`src/rtl/rvfi_check_sequencer.sv`:
```
// Watches one RVFI retire channel, skips the first SKIP retirements, freezes the
// next retired packet into chk_* and pulses 'check'. Flags a stall on retire timeout or early halt.
module rvfi_check_sequencer #(
    parameter int NRET    = 1,
    parameter int ILEN    = 32,
    parameter int XLEN    = 32,
    parameter int CHANNEL = 0,
    parameter int SKIP    = 4,
    parameter int TIMEOUT = 64
) (
    input  logic                   clock,
    input  logic                   resetn,
    input  logic                   arm,
    input  logic [NRET-1:0]        rvfi_valid,
    input  logic [NRET*ILEN-1:0]   rvfi_insn,
    input  logic [NRET-1:0]        rvfi_trap,
    input  logic [NRET-1:0]        rvfi_halt,
    input  logic [NRET*5-1:0]      rvfi_rd_addr,
    input  logic [NRET*XLEN-1:0]   rvfi_rd_wdata,
    input  logic [NRET*XLEN/8-1:0] rvfi_mem_wmask,
    output logic                   check,
    output logic [ILEN-1:0]        chk_insn,
    output logic                   chk_trap,
    output logic [4:0]             chk_rd_addr,
    output logic [XLEN-1:0]        chk_rd_wdata,
    output logic [XLEN/8-1:0]      chk_mem_wmask,
    output logic                   busy,
    output logic                   done,
    output logic                   stall,
    output logic [15:0]            retire_cnt
);

    localparam int          TW         = $clog2(TIMEOUT);
    localparam logic [TW-1:0] TIMER_LAST = TW'(TIMEOUT - 1);
    localparam logic [15:0] SKIP_CNT   = 16'(SKIP);
    localparam logic [15:0] CNT_AFTER  = (SKIP >= 65535) ? 16'hFFFF : 16'(SKIP + 1);

    typedef enum logic [2:0] {IDLE, COUNT, FIRE, DONE, STALL} state_t;

    state_t        state, state_next;
    logic [TW-1:0] timer;
    logic          rv, halt;
    logic          capture, count_inc, timer_inc, timer_clr, cnt_clr;

    assign rv   = rvfi_valid[CHANNEL];
    assign halt = rvfi_halt[CHANNEL];

    // Other channels are deliberately ignored; fold them so they do not look forgotten.
    logic unused_channels;
    assign unused_channels = ^{rvfi_valid, rvfi_insn, rvfi_trap, rvfi_halt,
                               rvfi_rd_addr, rvfi_rd_wdata, rvfi_mem_wmask};

    // NOTE: sequential state uses non-blocking assignments so every flop samples pre-edge values.
    always_ff @(posedge clock or negedge resetn) begin
        if (!resetn) state <= IDLE;
        else         state <= state_next;
    end

    // NOTE: every output of this block gets a default first, so no path can infer a latch.
    always_comb begin
        state_next = state;
        capture    = 1'b0;
        count_inc  = 1'b0;
        timer_inc  = 1'b0;
        timer_clr  = 1'b0;
        cnt_clr    = 1'b0;
        case (state)
            IDLE: if (arm) begin
                state_next = COUNT;
                cnt_clr    = 1'b1;
                timer_clr  = 1'b1;
            end
            COUNT: begin
                if (rv) begin
                    if (retire_cnt == SKIP_CNT) begin
                        capture    = 1'b1;
                        state_next = FIRE;
                    end else if (halt) begin
                        state_next = STALL;
                    end else begin
                        count_inc = 1'b1;
                        timer_clr = 1'b1;
                    end
                end else if (timer == TIMER_LAST) begin
                    state_next = STALL;
                end else begin
                    timer_inc = 1'b1;
                end
            end
            FIRE:    state_next = DONE;
            DONE:    state_next = DONE;
            STALL:   state_next = STALL;
            default: state_next = IDLE;
        endcase
    end

    // Status outputs are flops loaded from the next state, so they line up with 'state'.
    always_ff @(posedge clock or negedge resetn) begin
        if (!resetn) begin
            check         <= 1'b0;
            busy          <= 1'b0;
            done          <= 1'b0;
            stall         <= 1'b0;
            retire_cnt    <= '0;
            timer         <= '0;
            chk_insn      <= '0;
            chk_trap      <= 1'b0;
            chk_rd_addr   <= '0;
            chk_rd_wdata  <= '0;
            chk_mem_wmask <= '0;
        end else begin
            check <= (state_next == FIRE);
            busy  <= (state_next == COUNT) || (state_next == FIRE);
            done  <= (state_next == DONE);
            stall <= (state_next == STALL);

            if (cnt_clr)
                retire_cnt <= '0;
            else if (count_inc && retire_cnt != 16'hFFFF)
                retire_cnt <= retire_cnt + 16'd1;
            else if (state == FIRE)
                retire_cnt <= CNT_AFTER;

            if (timer_clr)      timer <= '0;
            else if (timer_inc) timer <= timer + 1'b1;

            if (capture) begin
                chk_insn      <= rvfi_insn[CHANNEL*ILEN +: ILEN];
                chk_trap      <= rvfi_trap[CHANNEL];
                chk_rd_addr   <= rvfi_rd_addr[CHANNEL*5 +: 5];
                chk_rd_wdata  <= rvfi_rd_wdata[CHANNEL*XLEN +: XLEN];
                chk_mem_wmask <= rvfi_mem_wmask[CHANNEL*(XLEN/8) +: XLEN/8];
            end
        end
    end

endmodule

```
`config.mk`:
```
export PLATFORM = sky130hd
export DESIGN_NAME = rvfi_check_sequencer
export DESIGN_NICKNAME = d
export VERILOG_FILES = /design/src/rtl/rvfi_check_sequencer.sv
export SDC_FILE = /design/constraint.sdc
export NUM_CORES = 1
export LEC_CHECK = 0
export ABC_CLOCK_PERIOD_IN_PS = 1900
export CAP_MARGIN = 20
export CORE_MARGIN = 5
export CORE_UTILIZATION = 39
export DETAILED_ROUTE_END_ITERATION = 8
export PLACE_DENSITY = 0.77
export SYNTH_ARGS = -nofsm -noshare
export SYNTH_HDL_FRONTEND = slang
export SYNTH_SLANG_ARGS = --single-unit
```
`constraint.sdc`:
```
create_clock -name clock -period 1.9 [get_ports clock]
set_input_delay 0.57 -clock clock [delete_from_list [all_inputs] [get_ports clock]]
set_output_delay 0.57 -clock clock [all_outputs]
set_load 0.02 [all_outputs]
```
# Word-level counts from Yosys, hierarchy flattened
# Cells that the tools add are included.
[word_totals]
reg_bits = 103
in_bits = 79
output_inout_bits = 94
[classes]
addsub = 2
n_eq_ne = 11
muxes = 24
n_reduce_logical = 6
[op_table]
columns = ["cell", "count"]
rows = [
  ["16-bit two-way mux", 3],
  ["16-bit by 1-bit adder with 16-bit output (second input constant)", 1],
  ["16-bit by 3-bit == test with 1-bit output (second input constant)", 1],
  ["16-bit != test (second input constant)", 1],
  ["3-bit two-way mux", 5],
  ["3-bit by 2-bit == test with 1-bit output (second input constant)", 4],
  ["1-bit two-way mux", 12],
  ["6-bit two-way mux", 2],
  ["3-bit case mux with 4 select lines", 1],
  ["6-bit by 1-bit adder with 6-bit output (second input constant)", 1],
  ["3-bit by 1-bit == test with 1-bit output (second input constant)", 2],
  ["3-bit == test (second input constant)", 2],
  ["6-bit == test (second input constant)", 1],
  ["3-bit logical NOT", 1],
  ["3-bit nonzero test", 1],
  ["1-bit case mux with 2 select lines", 1],
  ["2-bit nonzero test", 1],
  ["2-bit OR reduction", 1],
  ["1-bit logical AND", 1],
  ["1-bit logical OR", 1],
]

# Logic depth before layout (Yosys ltp)
# Gate-level depths: netlist (run 1).
[logic_depth]
word_depth = 7
ltp_mapped = 9

# Worst setup path before layout (run 1)
# OpenSTA, ideal clock, no wires.
[synth_timing]
kind = "reg-to-reg"
start = "reg retire_cnt[0]"
end = "reg retire_cnt[15]"
setup_ns = 0.133
t_arrival_ns = 2.035
t_required_ns = 1.767
slack_ns = -0.268
stages_incl_launch_ff = 9
path_buffers = 0
period_less_slack_ns = 2.168
cell_sequence = "dfrtp_1 -> inv_1 -> ha_1 -> nor4b_1 -> nand4_1 -> nand2_1 -> or4b_1 -> o211ai_1 -> o21ai_1"
[synth_via]
elab_chain_cells = 7
word_cells_on_any_way = 10
cone_classes = "add/sub (1); eq/ne (2); mux (5); reduce/logical (2)"
[synth_lines]
columns = ["element", "line", "source"]
rows = [
  ["from (decl)", "30", "output logic [15:0] retire_cnt"],
  ["from (signal assigned)", "120", "retire_cnt <= retire_cnt + 16'd1;"],
  ["parallel branches: the longest is 7 deep, another holds 16-bit by 1-bit adder with 16-bit output", "-", ""],
]
# Parallel ways; which one is timed is not known.
# A chain may end at the register's enable or synchronous reset.

# Worst setup path in the final report (run 1)
[layout_timing]
start = "reg retire_cnt[1]"
end = "reg chk_rd_wdata[10]"
[layout_via]
elab_chain_cells = 4
[layout_lines]
columns = ["element", "line", "source"]
rows = [
  ["16-bit by 3-bit == test with 1-bit output", "75", "if (retire_cnt == SKIP_CNT) begin"],
  ["1-bit two-way mux", "75", ""],
  ["1-bit two-way mux", "74", "if (rv) begin"],
  ["1-bit two-way mux", "67", "case (state)"],
  ["to (signal assigned)", "131", "chk_rd_wdata <= rvfi_rd_wdata[CHANNEL*XLEN +: XLEN];"],
  ["to (decl)", "25", "output logic [XLEN-1:0] chk_rd_wdata,"],
]
# Every way passes these cells.

==> summary.txt, run 1 <==
PortBufs - 172
P&R area growth vs syn - 65.8%
Place WS - -0.420 ns
Clock sinks - 103
Clk_lat worst skew - 0.37 ns
Peak supply drop - 804 µV
Worst Setup Start Kind - flip-flop
Slew Limit Fails - 0
Grt ovf - 0
Die width - 116 µm
Yosys top cell area share - 59.2%
Vias per inst - 5.06
1st-pass router iterations - 4
Mapped Cells - 332
Fin crit period - 2.00 ns
Worst path max stage delay - 0.43 ns
CTS root buf - clkbuf_8
Synth top cells by count - dfrtp_1 (103), mux2_2 (74), nor2_1 (20)
RePlAce Congestion - 0.827
H-tree levels - 3
Share of layout cells above drive strength 1 - 34.9%
Vias in the first global route - 3728
Num rows - 38
Num CTS Buffers - 9
R2R Setup Slk - -0.1 ns
Critical path, cell by cell - inv_2 -> ha_4 -> nor4bb_4 -> nand4_1 -> nor2_4 -> buf_12 -> buf_8 -> mux2_2
Sequential-to-total area share from yosys stat - 59.2%
Status - finished, violations left
Die Span Y - 116 µm
Clk slew on worst S/H paths - 0.11 ns
Global Route met2 Usage - 31.3%
Final setup violation count - 77
Total power - 10.1 mW
ANT nets after route - 0
Iteration-0 DRC Markers - 169
Layout Skew - 0.00937 ns
WL final - 13600 µm
HP Class - in -> async
Max clock buf depth - 2
Final WS setup - -0.0992 ns
Largest net degree at the start of global routing - 44
Routed len/inst - 19.1 µm
Final period util - 105%
Slew HR - 78.1%
Post-DP HPWL - 9310 µm
Residual DRC - 0
GRT Max-Usage Layer - met2
Met3 usage - 3.60%
Worst Setup Path Type - reg -> reg
Yosys top cell by area - dfrtp_1
Post-synth ARST share - 100%
Initial antenna violation count - 0
Syn Area/Cell - 13.1 µm²
Max-cap violation count - 0
ANT cells - 0
Required time worst endpoint - 2.16 ns
Crit end category - flip-flop
RSZ-0062 raised after global routing - true
Pleak - 3.36 nW
Core Region - 10900 µm²
First-pass GRT wire length - 19200 µm
Power Density - 1400 nW/µm²
Number of synthesized register bits - 103
Setup TNS - -5.22 ns
Total GRT Usage - 18.4%
Initial Util - 40.0%
Io pins - 173
Top-count cell post-synth - dfrtp_1
Ys Warns - 0
Most area-consuming cells after synthesis - dfrtp_1 (59%), mux2_2 (19%), nor2_1 (1.7%)
Crit path max fanout - 11
Slew @ Worst Pin - 0.327 ns
Post-synth EDFFs - 0
Post-synth net total - 414
Crit path DAT - 2.26 ns
Slowest-stage cell, CP - dfrtp_2
Synthesized area - 4350 µm²
GR Util met1 - 23.4%
Failing checks - negative setup slack
Distinct cell type count after synthesis - 47
Primary FF master, synth - dfrtp_1
Overall via count from detail_route - 3590
Hold buffers post-CTS - 0
Final Hold Fails - 0
CTS tree - done
Fin nets - 647
F_max - 0.500 GHz
Die Area - 13400 µm²
[flip-flops by register name, indices dropped and copies added (netlist names)]
name	count
busy	1
check	1
chk_insn	32
chk_mem_wmask	4
chk_rd_addr	5
chk_rd_wdata	32
chk_trap	1
done	1
retire_cnt	16
stall	1
state	3
timer	6
[worst paths after layout]
check                                              from                           end  cells past startpoint
hold reg to reg            chk_rd_wdata[25]$_DFFE_PN0P_  chk_rd_wdata[25]$_DFFE_PN0P_                      1
hold / removal                                   resetn       chk_insn[6]$_DFFE_PN0P_                      1
setup reg to reg              retire_cnt[1]$_DFFE_PN0P_  chk_rd_wdata[10]$_DFFE_PN0P_                      8
max in group asynchronous                        resetn  chk_rd_wdata[22]$_DFFE_PN0P_                      2
setup / recovery              retire_cnt[1]$_DFFE_PN0P_  chk_rd_wdata[10]$_DFFE_PN0P_                      8
min in group clock         chk_rd_wdata[25]$_DFFE_PN0P_  chk_rd_wdata[25]$_DFFE_PN0P_                      1
[per-layer routing]
layer | share of wire (%) | vias to the layer above
met3 | 6.1 | 22
met4 | 2.3 | 0
met2 | 50 | 137
met5 | 0 | -
met1 | 42 | 1777
li1 | - | 1654
[placed cells by master, fill, tap and decap left out, types with 3 or more instances in the layout]
master           netlist  layout
nor2_1                20      17
dlygate4sd2_1          0      86
o211ai_1               3       3
o21ai_1                1      10
nand2_1               17      16
nand4_1                7       7
mux2_4                 0      47
xnor2_1                4       4
buf_4                  1      47
buf_12                 0       4
buf_6                  1      12
clkbuf_8               0       9
clkdlybuf4s15_1        0       7
dfrtp_2                0       7
o21ai_0               14       3
nor3_1                 6       5
dfrtp_1              103      96
nor4_1                 3       3
a21oi_1                7       4
a21oi_2                0       3
nand3_1                7       6
xor2_1                 5       5
clkdlybuf4s50_1        0      76
mux2_2                74      27
[per-stage QoR]
step	hold slack, ns	utilization, %	instances	cell area (µm²)
floorplan	0.274	-	332	4520
global route	0.0888	66.3	710	7220
CTS	0.0787	63.5	704	6910
finish	0.0855	66.3	710	7220
global placement	0.488	61.6	678	6710
detailed placement	0.490	61.6	678	6710
[final cells by class]
cell class | instances | area (µm²)
clock inverter | 7 | 56.3
fill | 807 | 3670
sequential | 103 | 2590
tap | 140 | 175
inverter | 4 | 15.0
timing repair buffer | 239 | 2260
multi-input combinational | 208 | 2000
clock buffer | 9 | 124
[power breakdown]
part / internal [mW] / switching [mW] / total, mW / leakage, nW
Combinational: 2.66 / 2.58 / 5.24 / 1.99
Sequential: 3.08 / 0.472 / 3.56 / 1.28
Clock: 0.496 / 0.827 / 1.32 / 0.0895
[cells by family after synthesis]
| kind of cell | after synthesis | synth area share, % |
|---|---|---|
| fa+ha+maj | 3 | 0.862 |
| buf+inv | 21 | 2.47 |
| xor+xnor | 9 | 1.81 |
| compound gates | 38 | 5.37 |
| mux | 76 | 19.6 |
| flops | 103 | 59.2 |
| simple gates | 82 | 10.7 |
[critical path: cells and delay by family, from the launching register on]
family                     cells  cell delay (ns)
muxes                          1             0.35
DFF                            1             0.43
adders and majority gates      1             0.14
and+or+nand+nor                3             0.54
buffers and inverters          3             0.42
[what timing repair did]
item,CTS,global route
gates resized for setup,116,67
buffers inserted,10,6
endpoints found under the setup margin,189,101
hold endpoints to repair,0,0
gates cloned,0,5
pin swaps,7,15
(Power assumes the default switching activity.)
==> run 2: changes to the inputs <==
Settings changed: CORE_MARGIN 5 to default.
==> run 2 against run 1 <==
  * The run still ends with negative setup slack left
  * Clock power about the same
  * Maximum frequency about the same
  * Final area up 1.9%
  * Total power up 0.48%
  * Register-to-register slack about the same
  * Wire length down 2.0%
  * Setup slack better by 0.0011 ns
  * Largest cell class unchanged
  * Critical endpoint is now chk_insn[22]$_DFFE_PN0P_
  * Critical path type unchanged
  * Flip-flop and latch count unchanged
  * Global-route usage up 3.9 points
==> summary.txt, run 2 (synthesis results as in run 1) <==
Slew Limit Fails - 0 (unchanged)
Worst flop-to-flop path startpoint - retire_cnt[7]$_DFFE_PN0P_
Peak supply drop - 881 µV (+9.6%)
Vias in the first global route - 3761 (+0.89%)
R2R Setup Slk - -0.1 ns (about the same)
Fillers - 759 (-5.9%)
Final setup violation count - 79 (+2.6%)
Max-cap violation count - 0 (unchanged)
ANT nets after route - 0 (unchanged)
R2R cell count - 7 (-1)
Crit path DAT - 2.27 ns (about the same)
Grt ovf - 0 (unchanged)
HP Class - in -> async
Worst path max stage delay - 0.44 ns (about the same)
Slew @ Worst Pin - 0.415 ns (+0.0887 ns)
Final period util - 105% (about the same)
CTS root buf - clkbuf_8
RePlAce Congestion - 0.845 (+2.1%)
Worst Setup Path Type - reg -> reg
Layout Skew - 0.0143 ns (+0.00494 ns)
Slew HR - 72.3% (-5.8 points)
Overall via count from detail_route - 3713 (+3.4%)
Logic pwr share - 52.2% (+0.4 points)
Clk_lat worst skew - 0.39 ns (+0.02 ns)
Fin nets - 660 (+2.0%)
Required time worst endpoint - 2.17 ns (about the same)
Clk slew on worst S/H paths - 0.10 ns (about the same)
Highest-count cells in the layout ignoring fill and taps - dfrtp_1 (95), dlygate4sd2_1 (85), clkdlybuf4s50_1 (76), buf_4 (57), mux2_4 (48)
Status - finished, violations left
Clock share of power - 12.7% (-0.4 points)
Critical path, cell by cell - buf_12 -> nor4bb_4 -> nand4_1 -> nor2_4 -> clkbuf_16 -> buf_16 -> mux2_4
Largest regs - chk_insn: 32 flops, chk_rd_wdata: 32 flops, retire_cnt: 16 flops
Final Hold Fails - 0 (unchanged)
Post-DP HPWL - 9080 µm (-2.6%)
Place WS - -0.446 ns (-0.0260 ns)
Die Area - 11600 µm² (-13%)
Hold buffers post-CTS - 0 (unchanged)
Die Span Y - 108 µm (-6.9%)
Crit path buffers/inverters - 3 (unchanged)
Crit path max fanout - 8 (-3)
Sw frac - 37.9% (-0.40 points)
Num rows - 38 (unchanged)
H-tree levels - 3 (unchanged)
Commonest non-fill, non-tap cell in the layout - dfrtp_1
Slowest-stage cell, CP - dfrtp_2
Core Region - 10800 µm² (-0.44%)
P_sw - 3.86 mW (-0.57%)
First-pass GRT wire length - 19500 µm (+1.6%)
Seq pwr share - 35.1% (about the same)
Utilization after layout - 67.9% (+1.5 points)
Initial Util - 40.2% (+0.18 points)
Worst Setup Start Kind - flip-flop
Routed len/inst - 18.4 µm (-3.7%)
1st-pass router iterations - 4 (unchanged)
CTS tree - done
Crit end category - flip-flop
Num CTS Buffers - 9 (unchanged)
CP delay by family, top - simple AND/OR/NAND/NOR gates
Pleak - 3.43 nW (+2.0%)
WL final - 13300 µm (-2.0%)
Initial antenna violation count - 0 (unchanged)
Max clock buf depth - 2 (unchanged)
Reg-to-Reg End - chk_insn[22]$_DFFE_PN0P_
P&R area growth vs syn - 68.9%
Largest net degree at the start of global routing - 35 (-20%)
Final WS setup - -0.0981 ns (+0.00107 ns)
Failing checks - negative setup slack
Iteration-0 DRC Markers - 211 (+25%)
ANT cells - 0 (unchanged)
Residual DRC - 0 (unchanged)
Power Density - 1380 nW/µm² (-1.4%)
Io pins - 173 (unchanged)
RSZ-0062 raised after global routing - true
Clock sinks - 103 (unchanged)
Cell internal pwr - 6.31 mW (+1.1%)
PortBufs - 172 (unchanged)
Die width - 108 µm (-6.9%)
F_max - 0.500 GHz (about the same)
Total GRT Usage - 22.3% (+3.9 points)
Share of layout cells above drive strength 1 - 37.6% (+2.7 points)
Fin crit period - 2.00 ns (-0.00107 ns)
Vias per inst - 5.14 (+1.6%)
[run 2: cell count changes in the layout (fill, tap and decap cells not counted), sizes merged]
cell,change
buf,+12
clkbuf,+5
clkdlybuf4s15,-3
inv,-2
clkinv,+1
clkinvlp,+1
dlygate4sd2,-1
[run 2: repair_timing]
action | 4_1_cts | 5_1_grt
cloned | 0 | 4
setup buffers | 4 | 13
gates resized for setup | 133 | 55
endpoints found under the setup margin | 180 | 106
pin swaps | 8 | 15
[run 2: power groups by stage]
stage                     Combinational [mW]  Clock [mW]  Sequential (mW)
after detailed placement                5.34           0             3.64
after global routing                    5.65        1.42             3.69
after floorplan                         1.67           0             4.65
final                                   5.31        1.29             3.57
after CTS                               4.97        1.33             3.56
after global placement                  5.24           0             3.57
[run 2: layout make-up]
cell class	count	area, µm²	share of cell area (%)
Timing Repair Buffer	252	2390	32.5
Multi-Input combinational cell	208	2010	27.3
Tap cell	140	175	2.38
Inverter	4	15.0	0.204
Clock inverter	7	57.6	0.782
Clock buffer	9	124	1.68
Sequential cell	103	2590	35.2
[run 2: metal layers]
layer / GRT usage, % / up-vias / wire (µm)
met5: 0 / - / 0
met4: 8.81 / 0 / 269
met3: 5.75 / 27 / 851
met2: 38.7 / 161 / 6930
met1: 26.4 / 1847 / 5230
li1: - / 1678 / -
[run 2: worst max-delay path by stage]
stage	slack [ns]	end	cells after the start	startpoint
after global placement	-0.41	retire_cnt[15]$_DFFE_PN0P_	7	rvfi_valid
after global routing	-0.21	retire_cnt[5]$_DFFE_PN0P_	9	retire_cnt[7]$_DFFE_PN0P_
after floorplan	-0.06	retire_cnt[15]$_DFFE_PN0P_	7	retire_cnt[6]$_DFFE_PN0P_
after detailed placement	-0.45	retire_cnt[12]$_DFFE_PN0P_	7	rvfi_valid
final	-0.1	chk_insn[22]$_DFFE_PN0P_	7	retire_cnt[7]$_DFFE_PN0P_
after CTS	-0.07	chk_insn[22]$_DFFE_PN0P_	8	retire_cnt[1]$_DFFE_PN0P_
[run 2: per-stage QoR]
| step | setup TNS, ns | hold slack [ns] | std cells | instance area (µm²) | total power [mW] |
|---|---|---|---|---|---|
| 6_report | -5.10 | 0.104 | 723 | 7360 | 10.2 |
| 3_3_place_gp | -30.57 | 0.488 | 686 | 6810 | 8.81 |
| 3_5_place_dp | -33.62 | 0.490 | 686 | 6810 | 8.98 |
| 4_1_cts | -2.49 | 0.0973 | 706 | 7030 | 9.87 |
| 2_1_floorplan | -0.0556 | 0.274 | 332 | 4520 | 6.31 |
| 5_1_grt | -12.05 | 0.118 | 723 | 7360 | 10.8 |
==> run 3: changes to the inputs <==
Settings changed: ABC_AREA from default to 1, CORE_UTILIZATION 39 to 41, PLACE_DENSITY 0.77 to 0.78, SETUP_SLACK_MARGIN from default to 0.15.
==> run 3 against run 2 <==
  * The flow finishes with violations (design-rule violations)
  * Die area is 7.2% higher
  * Synthesized cell count is 67% higher
  * Final area is 3.4% lower
  * Utilization is 6.4 points lower
  * Highest routed layer unchanged
==> summary.txt, run 3 <==
Failing checks - design-rule violations
Syn Area/Cell - 8.86 µm² (-32%)
Post-synth EDFFs - 0 (unchanged)
Footprint of the multi-input gates - 1790 µm² (-11%)
Fin nets - 822 (+25%)
Residual DRC - 6 (+6)
1st-pass router iterations - 7 (+3)
Clock sinks - 103 (unchanged)
ANT cells - 0 (unchanged)
Fillers - 1000 (+32%)
R2R cell count - 11 (+4)
Post-synth ARST share - 100% (unchanged)
Clk slew on worst S/H paths - 0.07 ns (-0.03 ns)
Crit path DAT - 1.16 ns (-1.11 ns)
Sequential-to-total area share from yosys stat - 52.4% (-6.8 points)
Most area-consuming cells after synthesis - dfrtp_1 (52%), nand2_1 (11%), inv_1 (7.3%)
Ys Warns - 0 (unchanged)
CP delay by family, top - flip-flops
Worst path max stage delay - 0.45 ns (about the same)
Total GRT Usage - 19.9% (-2.4 points)
Setup TNS - 0 ns (+5.10 ns)
Worst flop-to-flop path startpoint - retire_cnt[1]$_DFFE_PN0P_
Hold buffers post-CTS - 0 (unchanged)
Vias per inst - 4.70 (-8.5%)
Layout Skew - 0.0113 ns (-0.00300 ns)
Crit end category - primary output
Total power - 9.21 mW (-9.4%)
Clk_lat worst skew - 0.35 ns (-0.04 ns)
Synth top cells by count - nand2_1 (141), dfrtp_1 (103), inv_1 (96)
Vias in the first global route - 4091 (+8.8%)
Commonest non-fill, non-tap cell in the layout - nand2_1
Final period util - 91.3% (-14 points)
Die width - 111 µm (+3.6%)
Num CTS Buffers - 9 (unchanged)
Crit path buffers/inverters - 1 (-2)
Slew Limit Fails - 0 (unchanged)
Yosys top cell by area - dfrtp_1
Largest net degree at the start of global routing - 104 (+200%)
Core Region - 11600 µm² (+6.7%)
Max clock buf depth - 2 (unchanged)
Final Hold Fails - 0 (unchanged)
Highest-count cells in the layout ignoring fill and taps - nand2_1 (141), dfrtp_1 (96), inv_1 (94), dlygate4sd2_1 (84), clkdlybuf4s50_1 (77)
ANT nets after route - 0 (unchanged)
Iteration-0 DRC Markers - 217 (+2.8%)
HP Class - in -> async
Non-Filler Instances - 886 (+23%)
Status - finished, violations left
Slew @ Worst Pin - 0.581 ns (+0.165 ns)
RSZ-0062 raised after global routing - true
Top-count cell post-synth - nand2_1
F_max - 0.577 GHz (+15%)
Worst Setup SP - retire_cnt[2]$_DFFE_PN0P_
Max-cap violation count - 0 (unchanged)
Final setup violation count - 0 (-100%)
Post-DP HPWL - 8460 µm (-6.8%)
Routed len/inst - 14.1 µm (-23%)
Io pins - 173 (unchanged)
Placed Cells - 864 (+26%)
Initial antenna violation count - 0 (unchanged)
Overall via count from detail_route - 4162 (+12%)
Required time worst endpoint - 1.33 ns (-0.84 ns)
Crit path max fanout - 6 (-2)
RePlAce Congestion - 0.877 (+3.8%)
CTS root buf - clkbuf_16
Peak supply drop - 764 µV (-13%)
Power Density - 1300 nW/µm² (-6.3%)
Number of synthesized register bits - 103 (unchanged)
P&R area growth vs syn - 44.7%
Levels on crit path - 1 (-6)
Fin crit period - 1.73 ns (-0.264 ns)
Die Span Y - 111 µm (+3.6%)
Grt ovf - 0 (unchanged)
WL final - 12500 µm (-6.1%)
Critical path, cell by cell - dlygate4sd2_1
First-pass GRT wire length - 19600 µm (+0.17%)
Worst Setup Path Type - reg -> out
Worst Setup Start Kind - flip-flop
Primary FF master, synth - dfrtp_1
CTS tree - done
Yosys top cell area share - 52.4% (-6.8 points)
Die Area - 12400 µm² (+7.2%)
Largest regs - chk_insn: 32 flops, chk_rd_wdata: 32 flops, retire_cnt: 16 flops
H-tree levels - 3 (unchanged)
Reg area - 2590 µm² (about the same)
Mapped Cells - 555 (+67%)
Num rows - 39 (+2.6%)
Distinct cell type count after synthesis - 34 (-28%)
Slowest-stage cell, CP - dfrtp_1
Initial Util - 42.5% (+2.3 points)
Pleak - 3.85 nW (+12%)
Slew HR - 61.3% (-11 points)
Synthesized area - 4910 µm² (+13%)
Share of layout cells above drive strength 1 - 16.4% (-21 points)
PortBufs - 172 (unchanged)
Post-synth net total - 637 (+54%)
run 3: changes by cell type after synthesis, moves of 13 or more:
cell     delta
nand2_1   +124
inv_1      +92
mux2_2     -74
o21ai_1    +35
o21ai_2    +35
nand2_2    +22
buf_2      -13
run 3: path summary, 6_finish.rpt:
path                                              endpoint  slack, ns
worst max-delay path                         retire_cnt[2]       0.17
worst min-delay path             retire_cnt[1]$_DFFE_PN0P_       0.25
worst max register to register  chk_rd_addr[4]$_DFFE_PN0P_       0.19
worst min register to register    chk_insn[19]$_DFFE_PN0P_       0.48
max in group asynchronous       retire_cnt[14]$_DFFE_PN0P_       1.13
min in group clock                chk_insn[19]$_DFFE_PN0P_       0.48
run 3: logic make-up (layout without fill, tap and decap cells):
logic type	count (synthesis)	after routing	share of synthesized area, %
simple gates	237	237	22.5
buf+inv	120	308	11.4
flops	103	103	52.4
compound gates	81	81	10.9
xor+xnor	11	11	1.96
fa+ha+maj	3	3	0.764
run 3: repair_timing:
item,4_1_cts,5_1_grt
endpoints found under the setup margin,98,105
buffers inserted,0,4
resized for setup,103,27
pin swaps,0,2
cloned,0,4
run 3: cell type report:
class                           instances  area share, %
Timing Repair Buffer                  192           26.5
Inverter                              102           5.49
Sequential cell                       103           36.4
Tap cell                              143           2.52
Multi-Input combinational cell        332           25.2
Clock buffer                           13           3.52
Clock inverter                          1          0.422
run 3: layer usage:
metal	vias up	routed length, µm	global-route usage [%]
met2	127	6240	32.9
met5	-	0	0
li1	2061	-	-
met3	17	1010	6.97
met1	1957	4970	23.5
met4	0	252	8.56
run 3: stage by stage:
stage	utilization [%]	setup WS, ns	cell area (µm²)	hold slack (ns)
finish	61.5	0.166	7110	0.248
global route	61.5	0.0797	7110	0.304
CTS	59.9	0.0790	6930	0.308
detailed placement	58.4	-0.0848	6760	0.467
global placement	58.4	-0.0397	6760	0.464
floorplan	-	0.170	4910	0.274
run 3: report_power, final:
| group | leakage (nW) | internal, mW | total (mW) | switching [mW] |
|---|---|---|---|---|
| combinational | 2.38 | 1.59 | 4.02 | 2.42 |
| clock | 0.136 | 1.05 | 1.81 | 0.769 |
| sequential | 1.33 | 2.95 | 3.38 | 0.429 |
| total | 3.85 | 5.59 | 9.21 | 3.62 |
